[src/rtl/timer_pkg.sv]
// Shared definitions for the BCD countdown timer: state encoding, BCD limits
// and the packed three-digit time value shared by the timer and its decrementer.
package timer_pkg;

   localparam logic [1:0] IDLE    = 2'd0;
   localparam logic [1:0] RUNNING = 2'd1;
   localparam logic [1:0] PAUSED  = 2'd2;
   localparam logic [1:0] DONE    = 2'd3;

   localparam logic [3:0] BCD_MAX = 4'd9;
   localparam logic [3:0] DEZ_MAX = 4'd5;

   typedef struct packed {
      logic [3:0] minutos;
      logic [3:0] dezena;
      logic [3:0] unidade;
   } bcdTime_t;

   // Microwave-style entry: digits enter on the right, the old minutes digit drops out.
   function automatic bcdTime_t shiftIn(input bcdTime_t t, input logic [3:0] d);
      bcdTime_t r;
      r.minutos = t.dezena;
      r.dezena  = t.unidade;
      r.unidade = d;
      return r;
   endfunction

   function automatic logic isZero(input bcdTime_t t);
      return (t == '0);
   endfunction

endpackage

[src/rtl/bcd_down3.sv]
// Combinational one-second decrement of an M:SS BCD value with borrow rules,
// plus a flag telling whether the decremented value is 0:00.
module bcd_down3
   import timer_pkg::*;
(
   input  logic [3:0] minIn,
   input  logic [3:0] dezIn,
   input  logic [3:0] uniIn,
   output logic [3:0] minOut,
   output logic [3:0] dezOut,
   output logic [3:0] uniOut,
   output logic       isZeroNext
);

   // NOTE: every output gets a default before the branches so no latch is inferred.
   always_comb begin
      minOut = minIn;
      dezOut = dezIn;
      uniOut = uniIn;
      if (uniIn != 4'd0) begin
         uniOut = uniIn - 4'd1;
      end else begin
         uniOut = BCD_MAX;
         if (dezIn != 4'd0) begin
            dezOut = dezIn - 4'd1;
         end else begin
            // Tens wrap to 5, not 9: a minute holds sixty seconds.
            dezOut = DEZ_MAX;
            minOut = minIn - 4'd1;
         end
      end
      isZeroNext = (minOut == 4'd0) && (dezOut == 4'd0) && (uniOut == 4'd0);
   end

endmodule

[src/rtl/timer_bcd.sv]
// Keypad-loaded M:SS countdown timer feeding the 7-segment decoder.
// Define TIMER_DONE_HOLD_EN to make DONE sticky until clear or a new digit.
module timer_bcd
   import timer_pkg::*;
#(
   parameter int TICKS_PER_SEC = 50_000_000,
   parameter int PRESC_W       = 26
) (
   input  logic       clk,
   input  logic       rst_n,
   input  logic       digit_valid,
   input  logic [3:0] digit,
   input  logic       start,
   input  logic       pause,
   input  logic       clear,
   output logic [3:0] Minutos,
   output logic [3:0] DezenaSeg,
   output logic [3:0] UnidadeSeg,
   output logic       running,
   output logic       done
);

   localparam logic [PRESC_W-1:0] PRESC_LAST = PRESC_W'(TICKS_PER_SEC - 1);

   logic [1:0]         state, stateNext;
   bcdTime_t           count, countNext, countDec;
   logic [PRESC_W-1:0] presc, prescNext;
   logic               secTick;
   logic               decIsZero;
   logic               digitState;

   bcd_down3 u_bcdDown3 (
      .minIn      (count.minutos),
      .dezIn      (count.dezena),
      .uniIn      (count.unidade),
      .minOut     (countDec.minutos),
      .dezOut     (countDec.dezena),
      .uniOut     (countDec.unidade),
      .isZeroNext (decIsZero)
   );

   assign secTick = (state == RUNNING) && (presc == PRESC_LAST);

`ifdef TIMER_DONE_HOLD_EN
   assign digitState = (state == IDLE) || (state == DONE);
`else
   assign digitState = (state == IDLE);
`endif

   always_comb begin
      stateNext = state;
      countNext = count;
      prescNext = presc;

      case (state)
         RUNNING: begin
            if (secTick) begin
               prescNext = '0;
               countNext = countDec;
               if (decIsZero) stateNext = DONE;
            end else begin
               prescNext = presc + PRESC_W'(1);
            end
         end
`ifndef TIMER_DONE_HOLD_EN
         DONE:    stateNext = IDLE;
`endif
         default: ;
      endcase

      // Only the highest-priority strobe present is considered; an ineffective
      // strobe still masks the lower ones and leaves the default behaviour above.
      if (clear) begin
         stateNext = IDLE;
         countNext = '0;
         prescNext = '0;
      end else if (pause) begin
         if (state == RUNNING) begin
            stateNext = PAUSED;
            countNext = count;
            prescNext = presc;
         end
      end else if (start) begin
         if (((state == IDLE) || (state == PAUSED)) && !isZero(count)) begin
            stateNext = RUNNING;
            prescNext = '0;
         end
      end else if (digit_valid) begin
         if (digitState && (digit <= BCD_MAX)) begin
            stateNext = IDLE;
            countNext = shiftIn(count, digit);
         end
      end
   end

   // NOTE: non-blocking assignments so every register samples the pre-edge values.
   always_ff @(posedge clk or negedge rst_n) begin
      if (!rst_n) begin
         state   <= IDLE;
         count   <= '0;
         presc   <= '0;
         running <= 1'b0;
         done    <= 1'b0;
      end else begin
         state   <= stateNext;
         count   <= countNext;
         presc   <= prescNext;
         running <= (stateNext == RUNNING);
         done    <= (stateNext == DONE);
      end
   end

   assign Minutos    = count.minutos;
   assign DezenaSeg  = count.dezena;
   assign UnidadeSeg = count.unidade;

endmodule
[config.mk]
export PLATFORM = sky130hd
export DESIGN_NAME = timer_bcd
export DESIGN_NICKNAME = d
export VERILOG_FILES = /design/src/rtl/timer_pkg.sv /design/src/rtl/bcd_down3.sv /design/src/rtl/timer_bcd.sv
export SDC_FILE = /design/constraint.sdc
export NUM_CORES = 1
export LEC_CHECK = 0
export ABC_AREA = 1
export BUFFER_PORTS_ARGS = -buffer_cell sky130_fd_sc_hd__buf_2
export CORE_AREA = 2 2 69 97
export CTS_CLUSTER_DIAMETER = 100
export DETAILED_ROUTE_END_ITERATION = 16
export DIE_AREA = 0 0 71 99
export GPL_ROUTABILITY_DRIVEN = 0
export GPL_TIMING_DRIVEN = 0
export PLACE_DENSITY = 0.67
export SYNTH_ARGS = -nofsm -noshare
export SYNTH_HDL_FRONTEND = slang
export SYNTH_SLANG_ARGS = --single-unit
[constraint.sdc]
create_clock -name clk -period 2.1 [get_ports clk]
set_input_delay 0.42 -clock clk [delete_from_list [all_inputs] [get_ports clk]]
set_output_delay 0.42 -clock clk [all_outputs]
set_load 0.02 [all_outputs]
---- Yosys cells after proc, flatten, opt, wreduce, memory -nomap -nowiden ----
Cells that the tools add are included.
cells by class
  add/sub/neg operators ................... 4
  eq/ne operators ......................... 7
  order comparisons ....................... 1
  muxes and demuxes ....................... 30
  reductions and logical operators ........ 14
operator list
  cell                     number
  $mux W26                 7
  $mux W12                 8
  $add A26 B1 Y26 const B  1
  $eq A26 B26 Y1 const B   1
  $mux W4                  5
  $mux W2                  9
  $logic_not A12 Y1        1
  $logic_not A4 Y1         3
  $sub A4 B1 Y4 const B    3
  $reduce_bool A4 Y1       2
  $eq A2 B2 Y1 const B     3
  $logic_and A1 B1 Y1      5
  $eq A2 B1 Y1 const B     2
  $le A4 B4 Y1 const B     1
  $pmux W2 S2              1
  $ne A3 B3 Y1 const B     1
  $logic_not A2 Y1         1
  $logic_not A1 Y1         1
  $logic_or A1 B1 Y1       1
word-level totals
  word-level logic and storage cells ...... 63
  output and inout bits ................... 14
  input port bits ......................... 10
  register bits ........................... 42

---- Depth between registers and ports, before layout ----
Gate-level depths: netlist of run 1.
  depth after elaboration ................. 15
  mapped depth ............................ 16
  gate-level depth less buffers ........... 16

---- By module ----
A second synthesis of run 1 with hierarchy kept.
unflattened totals
  cells, all modules ...................... 506
  area total of the unflattened synthesis .. 3208.1 sq um
modules (own cells, without submodules)
  module     area an instance (sq um)  seq. area each (sq um)  cells each  times used
  timer_bcd  2861.5                    1051.0                  436         1
  bcd_down3  346.6                     0.0                     70          1

---- Least setup slack after synthesis of run 1 ----
OpenSTA, ideal clock, no wires.
  path type ............................... register to register
  from .................................... register count, in the netlist UnidadeSeg[0]
  to ...................................... register presc[10]
  arrival time ............................ 1.828 ns
  stages on the path, launching flop included .. 12
  library setup time ...................... 0.081 ns
  buffers on the path ..................... 1
  clock period less this slack ............ 1.909 ns
  required time ........................... 2.019 ns
  setup slack ............................. 0.191 ns
  cell sequence ........................... dfrtp_1 inv_1 ha_1 nand2_4 nor2_8 nand4_4 nand4_4 nand2_4 nor2_8 inv_2 buf_6 o22ai_2
on the way
  word-level cells in the longest chain between the ends .. 7
ends and longest elaborated chain
  element                 line              source
  from (decl)             timer_bcd.sv:26   bcdTime_t count, countNext, countDec;
  from (signal assigned)  timer_bcd.sv:106  count <= countNext;
  $logic_not A12 Y1       timer_pkg.sv:29   return (t == '0);
  $logic_not A1 Y1        timer_bcd.sv:84   if (((state == IDLE) || (state == PAUSED)) && !isZero(count)) begin
  $logic_and A1 B1 Y1     timer_bcd.sv:84
  $mux W26                timer_bcd.sv:84
  $mux W26                timer_bcd.sv:83   end else if (start) begin
  $mux W26                timer_bcd.sv:77   end else if (pause) begin
  $mux W26                timer_bcd.sv:73   if (clear) begin
  to (signal assigned)    timer_bcd.sv:107  presc <= prescNext;
  to (decl)               timer_bcd.sv:27   logic [PRESC_W-1:0] presc, prescNext;
Every way passes these cells.
A chain may end at the register's enable or synchronous reset.

---- Final worst setup path of run 1 ----
  from .................................... register presc[0]
  to ...................................... register count, in the netlist UnidadeSeg[3]
on the way
  word-level cells in the longest chain between the ends .. 9
  elaborated cells on any way between the ends .. 10
  classes of those cells .................. eq/ne: 1; mux: 8; reduce/logical: 1
ends and longest elaborated chain
  element                line             source
  $eq A26 B26 Y1 *       timer_bcd.sv:42  assign secTick = (state == RUNNING) && (presc == PRESC_LAST);
  $logic_and A1 B1 Y1 *  timer_bcd.sv:42
  $mux W12 *             timer_bcd.sv:57  if (secTick) begin
  $mux W12 *             timer_bcd.sv:55  case (state)
  $mux W12               timer_bcd.sv:89  if (digitState && (digit <= BCD_MAX)) begin
  $mux W12               timer_bcd.sv:88  end else if (digit_valid) begin
  $mux W12               timer_bcd.sv:83
  $mux W12 *             timer_bcd.sv:77
  $mux W12 *             timer_bcd.sv:73
Mark *: on every way between the ends. The rest lies on a longest branch, timed or not. The select of a mux whose other input is x is not followed.

==> results of run 1 <==
==> stage by stage <==
step / util / instance area [um2] / setup TNS (ps)
after global routing: 0.545 / 3360 / -0.0711
final: 0.545 / 3360 / 0
after global placement: 0.519 / 3200 / -541
after CTS: 0.539 / 3320 / 0
after detailed placement: 0.519 / 3200 / -580
after floorplan: - / 3000 / 0
==> how the worst max path moves through the flow <==
stage	endpoint	slack, ps	cells past startpoint
finish	UnidadeSeg[3]$_DFFE_PN0P_	130	10
global route	done$_DFF_PN0_	-0.07	16
CTS	presc[21]$_DFFE_PN0P_	10	11
detailed placement	presc[21]$_DFFE_PN0P_	-70	11
global placement	presc[21]$_DFFE_PN0P_	-70	11
floorplan	presc[10]$_DFFE_PN0P_	190	11
==> layout make-up <==
class,count,area (um2)
Fill cell,585,2810
Buffer,8,56.3
Clock inverter,1,30.0
Clock buffer,7,76.3
Tap cell,72,90.1
Inverter,53,204
Multi-Input combinational cell,291,1710
Timing Repair Buffer,27,145
Sequential cell,42,1050
==> registers in the layout, indices dropped and copies added (netlist names) <==
signal      count
state           2
running         1
DezenaSeg       4
presc          26
Minutos         4
UnidadeSeg      4
done            1
==> kinds of logic (layout without fill, tap and decap cells) <==
kind of cell,after synthesis,after routing,synth area share
XOR/XNOR,15,15,0.0438
buffers and inverters,61,96,0.0859
adder cells (fa/ha/maj),5,5,0.0209
AO/OA/AOI/OAI,77,77,0.166
flip-flops,42,42,0.350
AND/OR/NAND/NOR,194,194,0.333
==> metal layers <==
| layer | global-route usage | routed length [um] | up-vias |
|---|---|---|---|
| met2 | 0.446 | 4200 | 46 |
| met4 | 0.0856 | 174 | 0 |
| li1 | - | - | 1372 |
| met1 | 0.261 | 3050 | 1300 |
| met5 | 0 | 0 | - |
| met3 | 0.0266 | 193 | 13 |
==> power groups by stage <==
stage / Combinational, uW / Clock, uW / Sequential [uW]
after floorplan: 248 / 0 / 876
after global placement: 365 / 0 / 864
after detailed placement: 367 / 0 / 865
final: 378 / 657 / 849
after CTS: 372 / 669 / 849
after global routing: 421 / 691 / 853
==> cell usage in the layout, fill, tap and decap left out, drive strengths merged, types with 4 or more instances in the layout <==
| cell type | count |
|---|---|
| nand2 | 97 |
| inv | 52 |
| nor2 | 44 |
| dfrtp | 42 |
| o21ai | 42 |
| buf | 31 |
| nand3 | 26 |
| xor2 | 14 |
| o22ai | 14 |
| clkbuf | 11 |
| a21oi | 10 |
| nand4 | 10 |
| nor3 | 7 |
| ha | 5 |
| or2 | 5 |
| o31ai | 4 |
==> timing repair <==
item,4_1_cts,5_1_grt
buffers inserted,0,4
gates cloned,0,0
gates resized for setup,2,7
pin swaps,0,1
endpoints found under the setup margin,12,20
==> summary.md, run 1 <==
| Metric | Value |
|---|---|
| Yosys top cell area share | 0.350 |
| Worst-path maximum fanout | 10 |
| CP Capture Type | flip-flop |
| Cell area after synthesis | between 2000 and 3000 um2 |
| WL final | 7620 um |
| Routed Antenna Nets | 0 |
| Clk Latency, worst-skew pair | 300 ps |
| Launch point of the critical path | presc[0]$_DFFE_PN0P_ |
| CTS tree | yes |
| Tightest Pin Transition | 1000 ps |
| Clock Power Share | 0.349 |
| Switching share of power | 0.305 |
| Pin count of the biggest net entering global routing | 43 |
| Sink Count | 42 |
| Tot Pwr | 1880 uW |
| Async SR Flop Fraction | 1.00 |
| Synth area leaders | dfrtp_1, nand2_1, inv_1, o21ai_0, xor2_1 |
| Initial DRT Pass Iterations | 5 |
| Fin cells | around 500 |
| Synth Flop Type | dfrtp_1 |
| Sw Pwr | 574 uW |
| Syn avg cell area | roughly 7.6 um2 |
| Ant. Diodes | 0 |
| Vias per inst | 5.45 |
| Die width | 71 um |
| Setup Viol. Count Final | 0 |
| Synthesized Nets | 409 |
| DRC viols | 0 |
| Gate count of the mapped netlist | 394 |
| Grt ovf | 0 |
| CP peak stage delay | 410 ps |
| Peak supply drop | roughly 420 uV |
| DR WL/cell | between 15 and 20 um |
| IO Pins | 24 |
| Seq pwr share | 0.451 |
| R2r endpoint | UnidadeSeg[3]$_DFFE_PN0P_ |
| Initial antenna violation count | 0 |
| Status | finished, final reports clean |
| Port Buffers | 23 |
| Fin Clk Skew | around 12 ps |
| FF+latch count, synth | 42 |
| CP cell instances | ha_2, nand2_1, nor2_2, nand3_1, nand3b_4, clkinv_4, buf_6, o21ai_1, nor2_1, o22ai_1 |
| Root Buffer Master | clkbuf_8 |
| Commonest cells post-synth | nand2_1, inv_1, dfrtp_1, nor2_1, o21ai_0 |
| Vias in the first global route | roughly 2.7k |
| R2R setup slack | 130 ps |
| Fin crit period | approximately 2000 ps |
| Yosys Warn Count | 0 |
| Initial Utilization | 0.486 |
| Rel. slew slack | 0.332 |
| Share of layout cells above drive strength 1 | 0.210 |
| Critical path data required time | between 2000 and 2500 ps |
| Hold Violations, Final | 0 |
| Top Family by Delay on Critical Path | simple AND/OR/NAND/NOR gates |
| Leakage Power | 0.00154 uW |
| Post-synth EDFFs | 0 |
| Critical-path top delay cell | dfrtp_1 |
| Worst hold-check path type | input pin to asynchronous set/reset pin |
| DR iter-0 viols | approximately 150 |
| Final Cycle Share | 0.936 |
| Most numerous cell in the Yosys netlist | nand2_1 |
| Synth area leader | dfrtp_1 |
| Total GRT Usage | 0.234 |
| CP arrival | 2140 ps |
| WHS | 271 ps |
| MaxCap Viol Count | 0 |
| Slew Limit Fails | 0 |
| Core area | 6170 um2 |
| Setup Slack @ Placement | -69.9 ps |
| Internal | 1310 uW |
| RR Startpoint | presc[0]$_DFFE_PN0P_ |
| NumNets Final | 443 |
| Startpoint Class | flip-flop |
| Register area share after synthesis | 0.350 |
| Synth cell types | 46 |
| Die Y | 99 um |
| Maximum clock rate | between 500 and 600 MHz |
| Hpwl dp | 5690 um |
| Crit path kind | flip-flop to flip-flop |
| Htree depth | 2 |
| PnR worst setup slack | 134 ps |
| Cell count after placement | ~490 |
| Comb pwr share | 0.201 |
| Buf+Inv Stages, Crit Path | 2 |
| First-pass GRT wire length | 13000 um |
| Clock transition at path regs | 90 ps |
| PwrDens | 560 nW/um2 |
| Row count | 34 |
| # hold bufs at CTS | 0 |
| Area Growth Syn to Fin | 12.1% |
| Vias | 2731 |
| Die area | 7030 um2 |
| Worst r2r path cells | 10 |
| Max Buffers Root-to-Sink | 2 |
| TritonCTS Buffers | 5 |
Power figures use the tool's default switching activity.
==> run 2, diff against run 1 <==
- CORE_AREA: 2 2 69 97 -> 2 2 71 100
- DIE_AREA: 0 0 71 99 -> 0 0 73 102
- REMOVE_ABC_BUFFERS: not set -> 1
- SYNTH_HIERARCHICAL: not set -> 1
==> summary.md, run 2 <==
| Metric | Value |
|---|---|
| Row count | 35 (+2.9%) |
| Async SR Flop Fraction | 1.00 (unchanged) |
| Root Buffer Master | clkbuf_8 |
| Area Growth Syn to Fin | 9.71% |
| Worst-path maximum fanout | 16 (+6) |
| Maximum clock rate | 515 MHz (+1.2%) |
| PnR worst setup slack | 157 ps (+22.6 ps) |
| R2r endpoint | presc[15]$_DFFE_PN0P_ |
| Share of layout cells above drive strength 1 | 0.140 (-0.0693) |
| Most common cell after layout, fill and taps aside | nand2_1 |
| Clk Latency, worst-skew pair | 300 ps (about the same) |
| CTS tree | yes |
| DR iter-0 viols | 170 (+11%) |
| Worst hold-check path type | input pin to asynchronous set/reset pin |
| Most numerous cell in the Yosys netlist | nand2_1 |
| Initial antenna violation count | 0 (unchanged) |
| Setup Slack @ Placement | -709 ps (-639 ps) |
| CP arrival | 2130 ps (about the same) |
| Die Y | 102 um (+3.0%) |
| FF+latch count, synth | 42 (unchanged) |
| Largest family of logic cells by synthesized area | simple AND/OR/NAND/NOR gates |
| Die area | 7450 um2 (+5.9%) |
| Total GRT Usage | 0.241 (+0.00745) |
| Startpoint Class | flip-flop |
| IO Pins | 24 (unchanged) |
| Synth area leader | dfrtp_1 |
| Critical path data required time | 2290 ps (+20 ps) |
| # hold bufs at CTS | 0 (unchanged) |
| Yosys top cell area share | 0.328 (-0.0228) |
| RR Startpoint | state[1]$_DFF_PN0_ |
| Ant. Diodes | 0 (unchanged) |
| NumNets Final | 545 (+23%) |
| Initial DRT Pass Iterations | 4 (-1) |
| MaxCap Viol Count | 0 (unchanged) |
| Post-Synth Adder-Cell Area | 0.00780 (-0.0131) |
| Port Buffers | 23 (unchanged) |
| DRC viols | 0 (unchanged) |
| Hold Violations, Final | 0 (unchanged) |
| Peak supply drop | 415 uV (-0.43%) |
| Cell area after synthesis | 3210 um2 (+7.0%) |
| Pin count of the biggest net entering global routing | 43 (unchanged) |
| Die width | 73 um (+2.8%) |
| Post-Synth XOR/XNOR Area | 0.0218 (-0.0220) |
| Synth cell types | 31 (-33%) |
| Synth Flop Type | dfrtp_1 |
| Setup Viol. Count Final | 0 (unchanged) |
| Post-DP Area | 3350 um2 (+4.5%) |
| Fin Clk Skew | 10.4 ps (-1.49 ps) |
| Biggest register | presc |
| Register area share after synthesis | 0.328 (-0.0228) |
| Hpwl dp | 5860 um (+3.0%) |
| Initial Utilization | 0.492 (+0.00545) |
| Post-synth EDFFs | 0 (unchanged) |
| Max FFs per register | 26 (unchanged) |
| Yosys Warn Count | 6 (+6) |
| Clock transition at path regs | 90 ps (about the same) |
| Vias per inst | 5.28 (-3.1%) |
| Sink Count | 42 (unchanged) |
| Vias in the first global route | 3224 (+18%) |
| Leakage Power | 0.00179 uW (+16%) |
| TritonCTS Buffers | 5 (unchanged) |
| Post-layout util | 0.539 (-0.00542) |
| Synth area leaders | dfrtp_1, nand2_1, nand3_1, nor2_1, inv_1 |
| R2R setup slack | 160 ps (+20 ps) |
| Fin crit period | 1940 ps (-22.6 ps) |
| Htree depth | 2 (unchanged) |
| Most frequent cells in the layout | nand2_1, nor2_1, inv_1, nand3_1, dfrtp_1 |
| Vias | 3211 (+18%) |
| Routed Antenna Nets | 0 (unchanged) |
| Commonest cells post-synth | nand2_1, nor2_1, inv_1, nand3_1, dfrtp_1 |
| Syn avg cell area | 6.34 um2 (-17%) |
| RSZ-0062 raised after global routing | false |
| Max Buffers Root-to-Sink | 2 (unchanged) |
| Status | finished, final reports clean |
| Core area | 6530 um2 (+5.8%) |
| CP Capture Type | flip-flop |
| Crit path kind | flip-flop to flip-flop |
| Setup_tns | 0 ps (unchanged) |
| Complex-gate fraction of the synthesized area | 0.0671 (-0.0990) |
| PwrDens | 526 nW/um2 (-6.1%) |
| DR WL/cell | 13.5 um (-11%) |
| First-pass GRT wire length | 14200 um (+8.6%) |
| Worst r2r path cells | 10 (unchanged) |
| Rel. slew slack | 0.352 (+0.0205) |
| WL final | 8230 um (+7.9%) |
| Gate count of the mapped netlist | 506 (+28%) |
| Tightest Pin Transition | 971 ps (-30.8 ps) |
| Slew Limit Fails | 0 (unchanged) |
| Mux cell area share after synthesis | 0 (unchanged) |
| Final instance area | 3520 um2 (+4.7%) |
| Final Cycle Share | 0.925 (-0.0108) |
| Grt ovf | 0 (unchanged) |
| Post-synthesis simple-gate area fraction | 0.475 (+0.142) |
run 2: changes by cell type after synthesis, moves of 4 or more:
cell and delta:
nand3b_1 +4, nor2_4 +4, o22ai_2 -7, nor2_1 +36
nand3_1 +29, nand2_2 +6, inv_1 +15, o21ai_0 -14
xor2_1 -7, nand2_1 +78, o21ai_1 -8
run 2: per-layer routing:
metal / vias up / global-route usage / share of wire
met1: 1473 / 0.262 / 0.41
met4: 0 / 0.120 / 0.035
met3: 24 / 0.0404 / 0.033
met5: - / 0 / 0
met2: 74 / 0.443 / 0.52
li1: 1640 / - / -
run 2: worst max-delay path: stages, from the launching register on:
cell and delay (ps):
dfrtp_1 430, inv_1 100, nand2_2 130, nor2_1 140, nand2_1 110, nor2_4 280
nand2_4 200, nand3_1 130, nand2_1 90, inv_2 150, nor2_1 70
run 2: timing repair:
| action | 4_1_cts | 5_1_grt |
|---|---|---|
| hold endpoints to repair | 0 | 0 |
| resized for setup | 4 | 1 |
| gates cloned | 1 | 0 |
| pin swaps | 1 | 1 |
| setup endpoints to repair | 36 | 23 |
| setup buffers | 4 | 2 |
run 2: final cells by class:
type | count | area, um2
repair inverters | 1 | 7.51
fillers | 653 | 3010
repair buffers | 29 | 160
well taps | 74 | 92.6
clock buffers | 7 | 76.3
multi-input cells | 386 | 1840
clock inverters | 1 | 30.0
inverters | 68 | 259
flip-flops and latches | 42 | 1050
run 2: worst max-delay path by stage:
stage	start	end	slack, ps	depth (start not counted)
finish	state[1]$_DFF_PN0_	presc[15]$_DFFE_PN0P_	160	10
global route	state[1]$_DFF_PN0_	presc[15]$_DFFE_PN0P_	4	10
CTS	state[1]$_DFF_PN0_	presc[15]$_DFFE_PN0P_	70	10
detailed placement	state[0]$_DFF_PN0_	presc[17]$_DFFE_PN0P_	-710	8
global placement	state[0]$_DFF_PN0_	presc[17]$_DFFE_PN0P_	-680	8
floorplan	state[0]$_DFF_PN0_	presc[17]$_DFFE_PN0P_	230	8
run 2: cells by family (layout without fill, tap and decap cells):
| family | count (synthesis) | in the layout |
|---|---|---|
| adders and majority gates | 2 | 2 |
| and+or+nand+nor | 339 | 339 |
| DFF | 42 | 42 |
| AOI/OAI and AO/OA | 37 | 37 |
| buffers and inverters | 78 | 106 |
| xor gates and xnor gates | 8 | 8 |
run 2: power breakdown:
group | internal [uW] | total, uW | switching (uW)
logic | 112 | 353 | 241
registers | 824 | 854 | 30.2
clock network | 356 | 645 | 289
run 2: metrics by stage:
stage                     hold WS [ps]  total power [uW]  cells
after floorplan                    124              1110    496
after global placement             518              1210    593
after detailed placement           541              1220    593
after CTS                          324              1860    606
after global routing               360              1950    608
final                              272              1850    608
==> run 3, diff against run 2 <==
--- a/config.mk
+++ b/config.mk
@@ -14,5 +14,5 @@
 export GPL_ROUTABILITY_DRIVEN = 0
 export GPL_TIMING_DRIVEN = 0
-export PLACE_DENSITY = 0.67
+export PLACE_DENSITY = 0.7
 export REMOVE_ABC_BUFFERS = 1
 export SYNTH_ARGS = -nofsm -noshare
==> constraint.sdc (replaced) <==
create_clock -name clk -period 1.6 [get_ports clk]
set_input_delay 0.24 -clock clk [delete_from_list [all_inputs] [get_ports clk]]
set_output_delay 0.24 -clock clk [all_outputs]
set_load 0.02 [all_outputs]
==> summary.md, run 3 (synthesized netlist as in run 2, its figures left out) <==
| Metric | Value |
|---|---|
| Startpoint Class | flip-flop |
| Critical path data required time | 1830 ps (-460 ps) |
| Initial Utilization | 0.492 (unchanged) |
| Hpwl dp | 5830 um (-0.61%) |
| Max Buffers Root-to-Sink | 2 (unchanged) |
| Pin count of the biggest net entering global routing | 43 (unchanged) |
| Total GRT Usage | 0.260 (+0.0189) |
| Fin Clk Skew | 6.46 ps (-3.91 ps) |
| Critical-path top delay cell | dfrtp_2 |
| TritonCTS Buffers | 5 (unchanged) |
| Setup_tns | -456 ps (-456 ps) |
| Biggest register | presc |
| Vias in the first global route | 3460 (+7.3%) |
| Slew Limit Fails | 0 (unchanged) |
| Row count | 35 (unchanged) |
| Most common cell after layout, fill and taps aside | nand2_1 |
| Tot Pwr | 2540 uW (+37%) |
| CP peak stage delay | 450 ps (+20 ps) |
| Peak supply drop | 430 uV (+3.7%) |
| CP Capture Type | flip-flop |
| CP cell instances | buf_4, xnor2_1, nand2_1, nor2_2, nand3_1, nor2_2, nand2_1, o21ai_2, nand2_1, nor2_1 |
| Worst-path maximum fanout | 4 (-12) |
| Die width | 73 um (unchanged) |
| Rel. slew slack | 0.331 (-0.0212) |
| Initial DRT Pass Iterations | 5 (+1) |
| Top Family by Delay on Critical Path | simple AND/OR/NAND/NOR gates |
| Failing checks | negative setup slack |
| CTS tree | yes |
| Clock transition at path regs | 90 ps (about the same) |
| Vias | 3698 (+15%) |
| DRC viols | 0 (unchanged) |
| # hold bufs at CTS | 0 (unchanged) |
| First-pass GRT wire length | 15200 um (+7.7%) |
| DR WL/cell | 14.7 um (+8.9%) |
| Area Growth Syn to Fin | 38.1% |
| Leakage Power | 0.00220 uW (+23%) |
| Buf+Inv Stages, Crit Path | 1 (-1) |
| Clk Latency, worst-skew pair | 300 ps (about the same) |
| Fin crit period | 1710 ps (-233 ps) |
| Die area | 7450 um2 (unchanged) |
| Htree depth | 2 (unchanged) |
| Worst hold-check path type | input pin to asynchronous set/reset pin |
| PnR worst setup slack | -110 ps (-267 ps) |
| Sink Count | 42 (unchanged) |
| Vias per inst | 5.48 (+3.7%) |
| Setup Slack @ Placement | -1160 ps (-448 ps) |
| Status | finished, violations left |
| CP dominant cell by count | nand2_1 |
| Share of layout cells above drive strength 1 | 0.374 (+0.234) |
| MaxCap Viol Count | 0 (unchanged) |
| RSZ-0062 raised after global routing | true |
| Grt ovf | 0 (unchanged) |
| Setup Viol. Count Final | 18 (+18) |
| R2R setup slack | -110 ps (-270 ps) |
| Root Buffer Master | clkbuf_8 |
| Die Y | 102 um (unchanged) |
| PwrDens | 574 nW/um2 (+9.0%) |
| Post-layout util | 0.679 (+0.140) |
| Crit path kind | flip-flop to flip-flop |
| NumNets Final | 612 (+12%) |
| DR iter-0 viols | 231 (+36%) |
| Max FFs per register | 26 (unchanged) |
| Initial antenna violation count | 0 (unchanged) |
| WHS | 102 ps (-170 ps) |
| Port Buffers | 23 (unchanged) |
| Core area | 6530 um2 (unchanged) |
| Routed Antenna Nets | 0 (unchanged) |
| Tightest Pin Transition | 1000 ps (+31.7 ps) |
| Hold Violations, Final | 0 (unchanged) |
| Ant. Diodes | 0 (unchanged) |
| WL final | 9950 um (+21%) |
| Most frequent cells in the layout | nand2_1, buf_4, inv_1, nor2_1, nand3_1 |
| CP arrival | 1950 ps (-180 ps) |
| Final Cycle Share | 1.07 (+0.144) |
| IO Pins | 24 (unchanged) |
| Maximum clock rate | 585 MHz (+14%) |
## run 3: worst paths after layout
check / startpoint / to / cells past startpoint
worst max-delay path: UnidadeSeg[2]$_DFFE_PN0P_ / done$_DFF_PN0_ / 10
worst min-delay path: rst_n / presc[5]$_DFFE_PN0P_ / 1
worst max register to register: UnidadeSeg[2]$_DFFE_PN0P_ / done$_DFF_PN0_ / 10
worst min register to register: presc[22]$_DFFE_PN0P_ / presc[22]$_DFFE_PN0P_ / 2
max in group asynchronous: rst_n / presc[11]$_DFFE_PN0P_ / 1
min in group clk: digit[0] / UnidadeSeg[0]$_DFFE_PN0P_ / 5
## run 3: area by class of cell
cell class	count	area, um2
multi-input cells	387	2190
fillers	525	2090
flip-flops and latches	42	1070
repair buffers	95	713
inverters	68	269
well taps	74	92.6
clock buffers	7	86.3
repair inverters	1	7.51
clock inverters	1	5.00
## run 3: report_power, final
part | internal, uW | switching, uW
sequential | 1080 | 33.2
clock | 349 | 394
combinational | 274 | 408
total | 1710 | 835
## run 3: per-layer routing
layer,part of all wire,track usage,up-vias
li1,-,-,1775
met1,0.36,0.277,1726
met2,0.54,0.495,155
met3,0.054,0.0345,42
met4,0.043,0.120,0
met5,0,0,-
## run 3: stage by stage
step           cell area [um2]  std cells
4_1_cts                   3950        645
3_5_place_dp              3350        593
3_3_place_gp              3350        593
5_1_grt                   4430        675
2_1_floorplan             3140        496
6_report                  4430        675
## run 3: timing repair
| action | 4_1_cts | 5_1_grt |
|---|---|---|
| buffers inserted | 43 | 30 |
| pin swaps | 16 | 36 |
| gates cloned | 2 | 0 |
| gates resized for setup | 53 | 79 |
| setup endpoints to repair | 41 | 40 |
